### config.mk
export PLATFORM = sky130hd
export DESIGN_NAME = masked_and_pipe
export DESIGN_NICKNAME = d
export VERILOG_FILES = /design/src/rtl/masked_and_pipe.sv
export SDC_FILE = /design/constraint.sdc
export NUM_CORES = 1
export LEC_CHECK = 0
export CORE_AREA = 2 2 39 41
export DETAILED_ROUTE_END_ITERATION = 8
export DIE_AREA = 0 0 41 43
export HOLD_SLACK_MARGIN = 0.03
export PLACE_DENSITY = 0.71
export SLEW_MARGIN = 20
export SYNTH_ARGS = -nofsm -noshare
export SYNTH_HDL_FRONTEND = slang
export SYNTH_SLANG_ARGS = --single-unit
### constraint.sdc
create_clock -name clk -period 2.6 [get_ports clk]
set_input_delay 0.52 -clock clk [delete_from_list [all_inputs] [get_ports clk]]
set_output_delay 0.52 -clock clk [all_outputs]
set_load 0.05 [all_outputs]
### src/rtl/masked_and_pipe.sv
// Two-stage HPC2 masked AND gadget with valid/ready on both sides; share products go through bin_AND.
// Build option: define MASKED_AND_ZEROIZE_EN to clear a stage's data registers when it drains.
module masked_and_pipe #(
  parameter int d = 2
) (
  input  logic                   clk,
  input  logic                   rst,
  input  logic                   in_valid,
  output logic                   in_ready,
  input  logic [d-1:0]           ina,
  input  logic [d-1:0]           inb,
  input  logic [d*(d-1)/2-1:0]   rnd,
  output logic                   out_valid,
  input  logic                   out_ready,
  output logic [d-1:0]           out
);

  localparam int NU = d * (d - 1);

  logic          v1_q, v1_d, v2_q, v2_d;
  logic          adv1, adv2;
  logic [d-1:0]  p_q, p_d, a_q, a_d, out_q, out_d;
  logic [NU-1:0] u_q, u_d, v_q, v_d;
  logic [d-1:0]  na, p_new, c_new;
  logic [NU-1:0] u_new, v_new, t;

  assign na = ~ina;

  // Cross terms for share i are packed at i*(d-1)+k, with k walking j != i in ascending order.
  for (genvar i = 0; i < d; i++) begin : g_row
    bin_AND u_p (.a(ina[i]), .b(inb[i]), .y(p_new[i]));
    for (genvar j = 0; j < d; j++) begin : g_col
      if (j != i) begin : g_pair
        localparam int K  = i * (d - 1) + ((j < i) ? j : j - 1);
        localparam int LO = (i < j) ? i : j;
        localparam int HI = (i < j) ? j : i;
        localparam int R  = LO * d - LO * (LO + 1) / 2 + (HI - LO - 1);
        assign u_new[K] = inb[j] ^ rnd[R];
        bin_AND u_v (.a(na[i]),  .b(rnd[R]), .y(v_new[K]));
        bin_AND u_t (.a(a_q[i]), .b(u_q[K]), .y(t[K]));
      end
    end
  end

  always_comb begin
    for (int i = 0; i < d; i++) begin
      c_new[i] = p_q[i];
      for (int k = 0; k < d - 1; k++) begin
        c_new[i] = c_new[i] ^ v_q[i*(d-1)+k] ^ t[i*(d-1)+k];
      end
    end
  end

  assign adv2     = v1_q && (!v2_q || out_ready);
  assign in_ready = !rst && (!v1_q || adv2);
  assign adv1     = in_valid && in_ready;

  always_comb begin
    // NOTE: every _d starts from its hold value so no branch leaves it unassigned and no latch is inferred.
    v2_d  = adv2 | (v2_q & ~out_ready);
    v1_d  = adv1 | (v1_q & ~adv2);
    p_d   = p_q;
    a_d   = a_q;
    u_d   = u_q;
    v_d   = v_q;
    out_d = out_q;
    if (adv1) begin
      p_d = p_new;
      a_d = ina;
      u_d = u_new;
      v_d = v_new;
    end
`ifdef MASKED_AND_ZEROIZE_EN
    else if (v1_q && !v1_d) begin
      p_d = '0;
      a_d = '0;
      u_d = '0;
      v_d = '0;
    end
`endif
    if (adv2) begin
      out_d = c_new;
    end
`ifdef MASKED_AND_ZEROIZE_EN
    else if (v2_q && !v2_d) begin
      out_d = '0;
    end
`endif
  end

  // NOTE: data registers are reset too, so no share value from before reset can leak out.
  always_ff @(posedge clk or posedge rst) begin
    if (rst) begin
      v1_q  <= 1'b0;
      v2_q  <= 1'b0;
      p_q   <= '0;
      a_q   <= '0;
      u_q   <= '0;
      v_q   <= '0;
      out_q <= '0;
    end else begin
      // NOTE: non-blocking assignments so every flop samples the pre-edge values.
      v1_q  <= v1_d;
      v2_q  <= v2_d;
      p_q   <= p_d;
      a_q   <= a_d;
      u_q   <= u_d;
      v_q   <= v_d;
      out_q <= out_d;
    end
  end

  assign out_valid = v2_q;
  assign out       = out_q;

endmodule

// Single-bit AND kept as its own cell so synthesis cannot merge shares across it.
module bin_AND (
  input  logic a,
  input  logic b,
  output logic y
);
  assign y = a & b;
endmodule

==> results.json, run 1 <==
{
  "cts_max_level": 1,
  "r2r_setup_slack_ns": 1.46,
  "worstSetupPathType": "register to output port",
  "period_needed_ns": 2.02,
  "fin_skew_ns": 0.000733,
  "synth_xor_area_share_pct": 9.29,
  "clock-sinks": 12,
  "place_hpwl_um": 646,
  "tns_ns": 0,
  "coreArea_um2": 1380,
  "ctsResizeCount": 0,
  "synth_fa_ha_area_share_pct": 0,
  "tightest_slew_ns": 0.489,
  "crit_required_ns": 2.08,
  "final_nets": 71,
  "drive_gt1_share_pct": 26.2,
  "p_leak_nw": 0.366,
  "die_area_um2": 1760,
  "hold_end": "u_q[0]",
  "synth-warning-count": 0,
  "fin_util_pct": 54.9,
  "post_cts_buffers": 0,
  "cts_tree": "built",
  "numPortBuffers": 12,
  "crit_buf_inv": 1,
  "powerDensity_nw_per_um2": 785,
  "hold_viol": 0,
  "synth_top_family_by_area": "multiplexers",
  "clk_latency_ns": 0.27,
  "final_common_cell": "dfrtp_1",
  "cp-startpoint": "out_valid",
  "finalMaxSlewViolations": 0,
  "slew_headroom_pct": 67.3,
  "antenna_found_initial": 0,
  "grt_max_degree": 13,
  "grt_pass1_wl_mm": 1.41,
  "critPathCaptureType": "output port",
  "most-common-layout-cells": "dfrtp_1, clkdlybuf4s50_1, mux2_2",
  "synth_compound_area_share_pct": 0,
  "cts_buffers": 3,
  "syn_area_um2": 566,
  "hold_path.class": "register to register",
  "cts_hold_buf": 0,
  "grt_usage_pct": 13.1,
  "synth_nets": 53,
  "r2r_end": "u_q[1]",
  "gp_congestion": 0.703,
  "grt_remaining_overflow": 0,
  "wl_per_cell_um": 10.8,
  "vias": 358,
  "start_util_pct": 40.9,
  "dr.pass1.iters": 4,
  "n_antenna_cell": 0,
  "max_freq_ghz": 0.496,
  "cp_slowest_cell": "clkdlybuf4s50_1",
  "fp.dieW_um": 41,
  "syn_avg_cell_area_um2": 12.9,
  "min_from": "u_q[0]",
  "r2r-start": "out_valid",
  "first_global_vias": 351,
  "critical_path_arrival_ns": 1.50,
  "synth_seq_area_share_pct": 53.1,
  "fp-row-count": 14,
  "setup_violations": 0,
  "postSynthCellCount": 44,
  "rr_worst_depth": 3,
  "cp_max_fo": 3,
  "viasPerCell": 4.65,
  "p_total_w": 0.000596,
  "clock_path_buffers": 2,
  "ys_ff_latch": 12,
  "synth-simple-area-share_pct": 16.2,
  "cts.clk_slew.worst_paths_ns": 0.07,
  "ys_types": 12,
  "cp-start-kind": "register",
  "worstPathCellList": "clkdlybuf4s50_1",
  "postRouteAntennaNets": 0,
  "whs_path_depth": 1,
  "pin_count": 13,
  "cap_viol_max_count": 0,
  "cp_num_cells": 1,
  "fin_crit_sh_pct": 77.5,
  "ir_worst_vdd_uv": 304,
  "fp.dieH_um": 43,
  "cp_top_family": "buffers and inverters",
  "status": "completed",
  "wl_um": 829,
  "syn2layout_area_growth_pct": 34.3,
  "synthMuxAreaShare_pct": 19.5,
  "max_stage_delay_ns": 0.82,
  "route.detailed.drc": 0,
  "drt_iter0_drc": 3,
  "cts_root_buf": "clkbuf_4",
  "rsz0062_at_grt": "false"
}
[metrics by stage]
stage	instances	setup WS [ns]	area, um^2	hold WS, ns
after floorplan	44	0.734	566	0.420
final	77	0.585	759	0.508
after detailed placement	73	0.606	723	0.494
after CTS	77	0.560	759	0.511
after global placement	73	0.627	723	0.491
after global routing	77	0.502	759	0.527
[flip-flops by register name, indices dropped and copies added (netlist names)]
name       cells
v1_q           1
v_q            2
a_q            2
out_valid      1
u_q            2
p_q            2
out            2
[Yosys cell counts]
cell | number | area share (%)
dfrtp_1 | 12 | 53
nor2b_1 | 2 | 2.2
nand3_4 | 1 | 3.1
and2_1 | 1 | 1.1
mux2_2 | 8 | 16
nand3b_4 | 1 | 3.5
xnor2_1 | 2 | 3.1
xor2_1 | 4 | 6.2
inv_1 | 3 | 2.0
nand2_1 | 6 | 4.0
nand2b_1 | 2 | 2.2
mux2i_1 | 2 | 3.5
[worst max-delay path by stage]
stage	end
2_1_floorplan	in_ready
3_3_place_gp	in_ready
3_5_place_dp	in_ready
4_1_cts	out_valid
5_1_grt	out_valid
6_report	out_valid
[layout make-up]
class / instances / area, um^2
Timing Repair Buffer: 13 / 138
Multi-Input combinational cell: 29 / 254
Sequential cell: 12 / 300
Tap cell: 16 / 20.0
Clock buffer: 4 / 36.3
Fill cell: 125 / 624
Inverter: 3 / 11.3
[per-layer routing]
metal	routed length [um]	GRT usage [%]	share of wire [%]	up-vias
met5	0	0	0	-
met1	368	15.0	44	166
met2	406	17.8	49	10
met4	6	12.0	0.72	0
li1	-	-	-	180
met3	48	4.71	5.8	2
[power by group]
part | switching, W | internal, W | leakage [nW]
logic | 0.000110 | 0.0000935 | 0.198
registers | 0.0000225 | 0.000226 | 0.147
clock network | 0.0000590 | 0.0000851 | 0.0210
total | 0.000191 | 0.000405 | 0.366
[cells by family (layout without fill, tap and decap cells)]
logic type	count (synthesis)	after routing
AND/OR/NAND/NOR	13	13
flip-flops	12	12
multiplexers	10	10
buffers and inverters	3	20
XOR/XNOR	6	6
(Power assumes the default switching activity.)
==> run 2: changes to the inputs <==
clock period = 2 ns   (was 2.6 ns; I/O delays follow)
==> run 2 against run 1 <==
  * Hold slack barely moved
  * Via count rose by 1.7%
  * Cell count rose by 1.3%
  * Sequential share of layout area fell by 0.39 points
  * Clock skew is 0.0040 ns higher
  * Largest cell class unchanged
==> results.json, run 2 (synthesized netlist as in run 1, its figures left out) <==
{
  "drive_gt1_share_pct": 27.4,
  "setup_violations": 0,
  "cap_viol_max_count": 0,
  "seqPwrFrac_pct": 41.4,
  "critPathCaptureType": "output port",
  "clock_path_buffers": 2,
  "most-common-layout-cells": "dfrtp_1, clkdlybuf4s50_1, mux2_2",
  "grt_pass1_wl_mm": 1.36,
  "finalMaxSlewViolations": 0,
  "crit_buf_inv": 1,
  "clock-sinks": 12,
  "fin_skew_ns": 0.00475,
  "antenna_found_initial": 0,
  "final_nets": 72,
  "coreArea_um2": 1380,
  "grt_max_degree": 10,
  "ctsResizeCount": 0,
  "p_int_w": 0.000528,
  "vias": 364,
  "switching_power_w": 0.000253,
  "cts_root_buf": "clkbuf_4",
  "fp-row-count": 14,
  "start_util_pct": 40.9,
  "fp.dieH_um": 43,
  "tns_ns": 0,
  "viasPerCell": 4.67,
  "first_global_vias": 369,
  "cts_max_level": 1,
  "cts_hold_buf": 0,
  "max_stage_delay_ns": 0.82,
  "grt_usage_pct": 11.3,
  "powerDensity_nw_per_um2": 1020,
  "tightest_slew_ns": 0.494,
  "fp.dieW_um": 41,
  "final_common_cell": "dfrtp_1",
  "status": "completed",
  "crit_required_ns": 1.60,
  "grt_remaining_overflow": 0,
  "place_ws_ns": 0.258,
  "dp.cells": 74,
  "postRouteAntennaNets": 0,
  "wl_per_cell_um": 10.7,
  "drt_iter0_drc": 1,
  "cp_top_family": "buffers and inverters",
  "pin_count": 13,
  "stdcell_count": 78,
  "hold_viol": 0,
  "numPortBuffers": 12,
  "clk_latency_ns": 0.27,
  "period_needed_ns": 1.90,
  "post_cts_buffers": 0,
  "wl_um": 836,
  "critical_path_arrival_ns": 1.50,
  "fin_crit_sh_pct": 95.0,
  "cts_buffers": 3,
  "route.detailed.drc": 0,
  "cts_tree": "built",
  "pwr-share-comb_pct": 34.1,
  "die_area_um2": 1760,
  "max_freq_ghz": 0.526,
  "fillCellCount": 132,
  "hold_path.class": "primary input to asynchronous set/reset pin",
  "n_antenna_cell": 0,
  "rsz0062_at_grt": "false",
  "worstSetupPathType": "register to output port",
  "syn2layout_area_growth_pct": 35.6,
  "cp-start-kind": "register",
  "cts.clk_slew.worst_paths_ns": 0.08,
  "p_clk_share_pct": 24.5,
  "p_leak_nw": 0.371,
  "gp_congestion": 0.730,
  "cp_slowest_cell": "clkdlybuf4s50_1",
  "dr.pass1.iters": 2,
  "cp_max_fo": 3,
  "ir_worst_vdd_uv": 427,
  "worstPathCellList": "clkdlybuf4s50_1",
  "slew_headroom_pct": 66.9,
  "setup_slack_ns": 0.100,
  "swShare_pct": 32.4,
  "place_hpwl_um": 658
}
[run 2: changes by cell type in the layout (fill, tap and decap cells not counted), sizes merged]
| cell | before | now |
|---|---|---|
| buf | 2 | 3 |
[run 2: final cells by class]
cell class | count | area, um^2 | share of cell area, %
tap | 16 | 20.0 | 2.61
clock buffer | 4 | 36.3 | 4.73
inverter | 3 | 11.3 | 1.47
timing repair buffer | 14 | 145 | 18.9
multi-input combinational | 29 | 254 | 33.1
sequential | 12 | 300 | 39.2
[run 2: routing by layer]
metal	track usage [%]	vias up	routed length [um]
li1	-	178	-
met1	14.4	174	351
met2	17.5	10	429
met3	1.57	2	49
met4	6.00	0	6
met5	0	-	0
[run 2: worst paths after layout]
kind / start / to / slack (ns) / depth (start not counted)
setup reg to reg: out_valid / a_q[0] / 0.85 / 3
min in group clk: u_q[0] / u_q[0] / 0.51 / 1
hold / removal: rst / out[0] / 0.51 / 3
setup / recovery: out_valid / out_valid / 0.10 / 1
hold reg to reg: u_q[0] / u_q[0] / 0.51 / 1
max in group asynchronous: rst / out[1] / 1.37 / 3
[run 2: through the flow]
| stage | total power [W] | hold WS, ns | utilization, % | instance area [um^2] |
|---|---|---|---|---|
| 2_1_floorplan | 0.000506 | 0.300 | - | 566 |
| 3_3_place_gp | 0.000593 | 0.488 | 52.8 | 731 |
| 3_5_place_dp | 0.000599 | 0.495 | 52.8 | 731 |
| 4_1_cts | 0.000790 | 0.514 | 55.4 | 767 |
| 5_1_grt | 0.000822 | 0.531 | 55.4 | 767 |
| 6_report | 0.000781 | 0.508 | 55.4 | 767 |
[run 2: power groups by stage]
| stage | logic (W) | clock network (W) | registers (W) |
|---|---|---|---|
| global route | 0.000283 | 0.000208 | 0.000330 |
| global placement | 0.000266 | 0 | 0.000327 |
| floorplan | 0.000100 | 0 | 0.000406 |
| detailed placement | 0.000269 | 0 | 0.000329 |
| finish | 0.000266 | 0.000191 | 0.000323 |
| CTS | 0.000270 | 0.000195 | 0.000325 |
